==> src/rtl/radix2_div_unit.sv <==
// Iterative restoring radix-2 divider: one quotient bit per cycle, signed or unsigned.
// Results are registered on the final iteration and held until the request drops.
//
// state  | meaning
// IDLE   | waiting for div; accepts operands on the first edge div is high
// BUSY   | shift/trial-subtract iterations, one per cycle
// DONE   | complete=1, q/r held until div drops
module radix2_div_unit #(
    parameter int WIDTH = 32
) (
    input  logic             clk,
    input  logic             resetn,
    input  logic             div,
    input  logic             is_signed,
    input  logic [WIDTH-1:0] a,
    input  logic [WIDTH-1:0] b,
    output logic [WIDTH-1:0] q,
    output logic [WIDTH-1:0] r,
    output logic             complete,
    output logic             busy
);

    localparam int CW = (WIDTH > 1) ? $clog2(WIDTH) : 1;
    localparam logic [CW-1:0] LAST = CW'(WIDTH - 1);

    typedef enum logic [1:0] {
        S_IDLE = 2'd0,
        S_BUSY = 2'd1,
        S_DONE = 2'd2
    } state_t;

    state_t state, state_nxt;

    logic [CW-1:0]    count;
    logic [WIDTH-1:0] rem;
    logic [WIDTH-1:0] dvd;
    logic [WIDTH-1:0] b_mag;
    logic [WIDTH-1:0] a_raw;
    logic             b_zero;
    logic             sign_q;
    logic             sign_r;

    logic             accept;
    logic             iterate;
    logic             last_iter;
    logic [WIDTH:0]   rem_shift;
    logic             trial_ok;
    logic [WIDTH-1:0] rem_nxt;
    logic [WIDTH-1:0] dvd_nxt;
    logic [WIDTH-1:0] a_mag_in;
    logic [WIDTH-1:0] b_mag_in;
    logic [WIDTH-1:0] q_fix;
    logic [WIDTH-1:0] r_fix;

    always_comb begin
        accept    = (state == S_IDLE) && div;
        iterate   = (state == S_BUSY) && div;
        last_iter = iterate && (count == LAST);

        // Partial remainder is below |b|, so after the shift it needs one extra bit;
        // when the trial succeeds the difference is below |b| again and fits WIDTH bits.
        rem_shift = {rem, dvd[WIDTH-1]};
        trial_ok  = (rem_shift >= {1'b0, b_mag});
        rem_nxt   = trial_ok ? (rem_shift[WIDTH-1:0] - b_mag) : rem_shift[WIDTH-1:0];
        dvd_nxt   = {dvd[WIDTH-2:0], trial_ok};

        a_mag_in  = (is_signed && a[WIDTH-1]) ? (~a + 1'b1) : a;
        b_mag_in  = (is_signed && b[WIDTH-1]) ? (~b + 1'b1) : b;

        if (b_zero) begin
            q_fix = '1;
            r_fix = a_raw;
        end else begin
            q_fix = sign_q ? (~dvd_nxt + 1'b1) : dvd_nxt;
            r_fix = sign_r ? (~rem_nxt + 1'b1) : rem_nxt;
        end
    end

    always_ff @(posedge clk) begin
        if (!resetn) begin
            state <= S_IDLE;
        end else begin
            state <= state_nxt;
        end
    end

    always_comb begin
        state_nxt = state;
        case (state)
            S_IDLE:  if (div) state_nxt = S_BUSY;
            S_BUSY: begin
                if (!div)           state_nxt = S_IDLE;
                else if (last_iter) state_nxt = S_DONE;
            end
            S_DONE:  if (!div) state_nxt = S_IDLE;
            default: state_nxt = S_IDLE;
        endcase
    end

    always_comb begin
        busy     = (state == S_BUSY);
        complete = (state == S_DONE);
    end

    always_ff @(posedge clk) begin
        if (!resetn) begin
            count  <= '0;
            rem    <= '0;
            dvd    <= '0;
            b_mag  <= '0;
            a_raw  <= '0;
            b_zero <= 1'b0;
            sign_q <= 1'b0;
            sign_r <= 1'b0;
            q      <= '0;
            r      <= '0;
        end else if (accept) begin
            count  <= '0;
            rem    <= '0;
            dvd    <= a_mag_in;
            b_mag  <= b_mag_in;
            a_raw  <= a;
            b_zero <= (b == '0);
            sign_q <= is_signed & (a[WIDTH-1] ^ b[WIDTH-1]);
            sign_r <= is_signed & a[WIDTH-1];
        end else if (iterate) begin
            count <= count + CW'(1);
            rem   <= rem_nxt;
            dvd   <= dvd_nxt;
            if (last_iter) begin
                q <= q_fix;
                r <= r_fix;
            end
        end
    end

endmodule
==> config.mk <==
export PLATFORM = sky130hd
export DESIGN_NAME = radix2_div_unit
export DESIGN_NICKNAME = d
export VERILOG_FILES = /design/src/rtl/radix2_div_unit.sv
export SDC_FILE = /design/constraint.sdc
export NUM_CORES = 1
export LEC_CHECK = 0
export ABC_AREA = 1
export CORE_MARGIN = 3
export CORE_UTILIZATION = 30
export DETAILED_ROUTE_END_ITERATION = 7
export GPL_ROUTABILITY_DRIVEN = 0
export PLACE_DENSITY = 0.55
export SLEW_MARGIN = 15
export SYNTH_ARGS = -nofsm -noshare
export SYNTH_HDL_FRONTEND = slang
export SYNTH_SLANG_ARGS = --single-unit
==> constraint.sdc <==
create_clock -name clk -period 7.8 [get_ports clk]
set_input_delay 1.17 -clock clk [delete_from_list [all_inputs] [get_ports clk]]
set_output_delay 1.17 -clock clk [all_outputs]
set_load 0.05 [all_outputs]
==> summary.txt <==
Storage element area: 4040 um^2
# rows: 78
Vias in the first global route: 13500
Area after DPL: 15800 um^2
Least-Margin Pin Slew: 1010 ps
Sequential area share after synthesis: 29.0%
Synth Area in Compound Gates: 19.2%
Main synth FF type: dfxtp_1
Post-Synth Simple-Gate Area: 32.0%
HPWL after detailed placement: 39000 um
Critical Path Stages: 24
CP peak stage delay: 450 ps
Net Sw Frac: 39.3%
Clock network fraction of total power: 34.2%
Total grt overflow: 0
Drt pass-1 iters: 5
Cell Area, Synth: 13900 um^2
IO Port Bufs: 133
Worst setup SP type: register
CTS tree: done
Detailed-route DRC error count: 0
Area occupied by multi-input gates: 8090 um^2
H-tree levels: 1
Peak VDD IR: 161 uV
Via count: 14800
Initial antenna violation count: 1
Max-Cap Viols: 0
WL per Instance: 17.5 um
Final Core Density: 36.3%
Diodes inserted: 0
YS warnings: 0
First-pass GRT wire length: 78700 um
Post-route cell area: 16600 um^2
P_int: 2140 uW
Hold-fix buffers, CTS: 0
Initial Util: 30.5%
Hold path cells: 2
Die area: 49100 um^2
Hold Fails Final Rpt: 0
Root Driver: clkbuf_16
CP Cell Sequence: inv_1, ha_1, nand2_1, a21oi_1, nor2_1, nand2_1, nand2_1, nand2_1, nor2_4, nand2_4, inv_2, ha_1, nand3_1, nor3_1, nand3_1, nor3_1, nand2_1, inv_1, a31oi_1, nor2_1, o21ai_0, xor2_1, o221ai_1, inv_1
GR Util All Layers: 19.9%
FILL cells: 4967
Clk pin slew, worst setup/hold paths: 60 ps
Fin Setup TNS: 0 ps
Drt total wl: 51100 um
Pleak: 0.00778 uW
Combinational share of power: 33.9%
Post-CTS setup buffers: 0
# IOs: 134
Rel. slew slack: 32.9%
Sequential share of power: 32.0%
EDFF count, synth: 0
Crit-path slowest cell: nand2_4
CP dominant cell by count: nand2_1
Max Fanout on Critical Path: 40
Cells after Synth: 2226
Switching pwr: 1390 uW
Hold WC Path Type: register to register
Largest net degree at the start of global routing: 89
FF+latch count, synth: 202
Slew Limit Fails: 0
Chip height: 222 um
Via density: 5.05
CP top delay family: simple AND/OR/NAND/NOR gates
Synth cell types: 57
Layout Skew: 16.6 ps
Clk Latency, worst-skew pair: 560 ps
Final period util: 62.9%
Power per Cell Area: 213 nW/um^2
Synth-to-layout area growth: 19.1%
Clock Path Buffers: 3
Post-Synth XOR/XNOR Area: 3.20%
Final Net Count: 2418
Antenna viol nets, final: 0
Num Clock Sinks: 202
Worst Setup End Kind: register
Initial DRC count: 1327
Final setup vio count: 0
Largest family of logic cells by synthesized area: simple AND/OR/NAND/NOR gates
Class of the most critical setup path: register to register
Post-CTS Resized: 0
Proportion of synthesized area in mux cells: 0%
Min Clock Period, post-route: 4910 ps
RSZ-0062 raised after global routing: no
Core area: 45700 um^2
Die width: 222 um
CP bufs+invs: 4
Cells on worst reg2reg path: 24
Async set or reset register ratio after synthesis: 0%
Critical path arrival: 5360 ps
Outcome: finished clean
Commonest cells after routing, fill and taps aside: 547 x nand2_1, 364 x inv_1, 202 x dfxtp_1
Num CTS Buffers: 26
Net Count, Synth: 2333
Syn avg cell area: 6.26 um^2
Worst Path Required: 8250 ps
Adder-cell share of the synthesized area: 3.55%
Most common cell after layout, fill and taps aside: nand2_1
Layout cell share with drive strength beyond 1: 6.48%
FMAX: 204 MHz
==> power by group through the flow <==
stage | logic (uW) | registers (uW) | clock network, uW
after floorplan | 853 | 1130 | 0
after global placement | 1170 | 1150 | 0
after detailed placement | 1170 | 1150 | 0
after CTS | 1180 | 1130 | 1230
after global routing | 1330 | 1130 | 1270
final | 1190 | 1130 | 1210
==> tightest hold or removal path, stage by stage (launching register included) <==
cell	delay [ps]
dfxtp_1	290
inv_1	60
a21oi_1	50
==> metal layers <==
layer	part of all wire [%]	routed length, um	vias to the layer above	track usage [%]
li1	-	-	7387	-
met1	48	24500	6821	29.1
met2	43	21800	525	30.7
met3	7.2	3700	60	2.87
met4	2.2	1110	0	4.85
met5	0	0	-	0
==> cells by family after synthesis <==
group,after synthesis
flip-flops,202
XOR/XNOR,51
adder cells (fa/ha/maj),39
AO/OA/AOI/OAI,454
buffers and inverters,472
AND/OR/NAND/NOR,1008
==> metrics by stage <==
step / hold slack [ps] / std cells / power [uW] / setup slack, ps
after CTS: 458 / 2930 / 3540 / 2970
after global placement: 437 / 2883 / 2310 / 3170
final: 454 / 2930 / 3530 / 2890
after global routing: 481 / 2930 / 3730 / 2370
after detailed placement: 444 / 2883 / 2320 / 3000
after floorplan: 420 / 2226 / 1980 / 4350
==> area by class of cell <==
class	instances	area share (%)
sequential	202	24.4
tap	600	4.52
inverter	380	8.59
multi-input combinational	1552	48.7
timing repair buffer	149	8.71
clock inverter	15	0.912
clock buffer	32	4.18
==> registers in the layout (all words and copies together) (netlist names) <==
| register | cells |
|---|---|
| state | 2 |
| b_mag | 32 |
| count | 5 |
| q | 32 |
| a_raw | 32 |
| sign_q | 1 |
| dvd | 32 |
| rem | 32 |
| sign_r | 1 |
| r | 32 |
| b_zero | 1 |
==> cells in the mapped netlist (5+ instances only) <==
cell / count / area (um^2)
buf_1: 11 / 41.3
xor2_1: 36 / 315
o21bai_1: 16 / 120
nand2_1: 547 / 2050
clkbuf_1: 70 / 263
xnor2_1: 15 / 131
nor3_1: 34 / 170
dfxtp_1: 202 / 4040
buf_2: 5 / 25.0
o31ai_1: 5 / 37.5
o22ai_1: 26 / 163
a21oi_1: 145 / 726
and3_1: 5 / 31.3
inv_1: 365 / 1370
nor2_4: 11 / 124
inv_2: 12 / 45.0
o211ai_1: 37 / 278
ha_1: 38 / 475
nor4_1: 7 / 43.8
a221oi_1: 5 / 43.8
o221ai_1: 17 / 149
or2_2: 8 / 50.1
nand2_4: 7 / 78.8
nand2_2: 19 / 119
a31oi_1: 21 / 131
nor2_1: 170 / 638
nor2_2: 11 / 68.8
nand3_1: 134 / 671
o21ai_1: 12 / 60.1
o21ai_0: 142 / 711
nand4_1: 32 / 200
==> worst paths after layout <==
check,startpoint,endpoint,slack [ps]
min,a_raw[26],a_raw[26],450
max,b_mag[24],q[30],2890
min reg2reg,a_raw[26],a_raw[26],450
max reg2reg,b_mag[24],q[30],2890
Note: power is estimated with default switching activity, not from simulation.
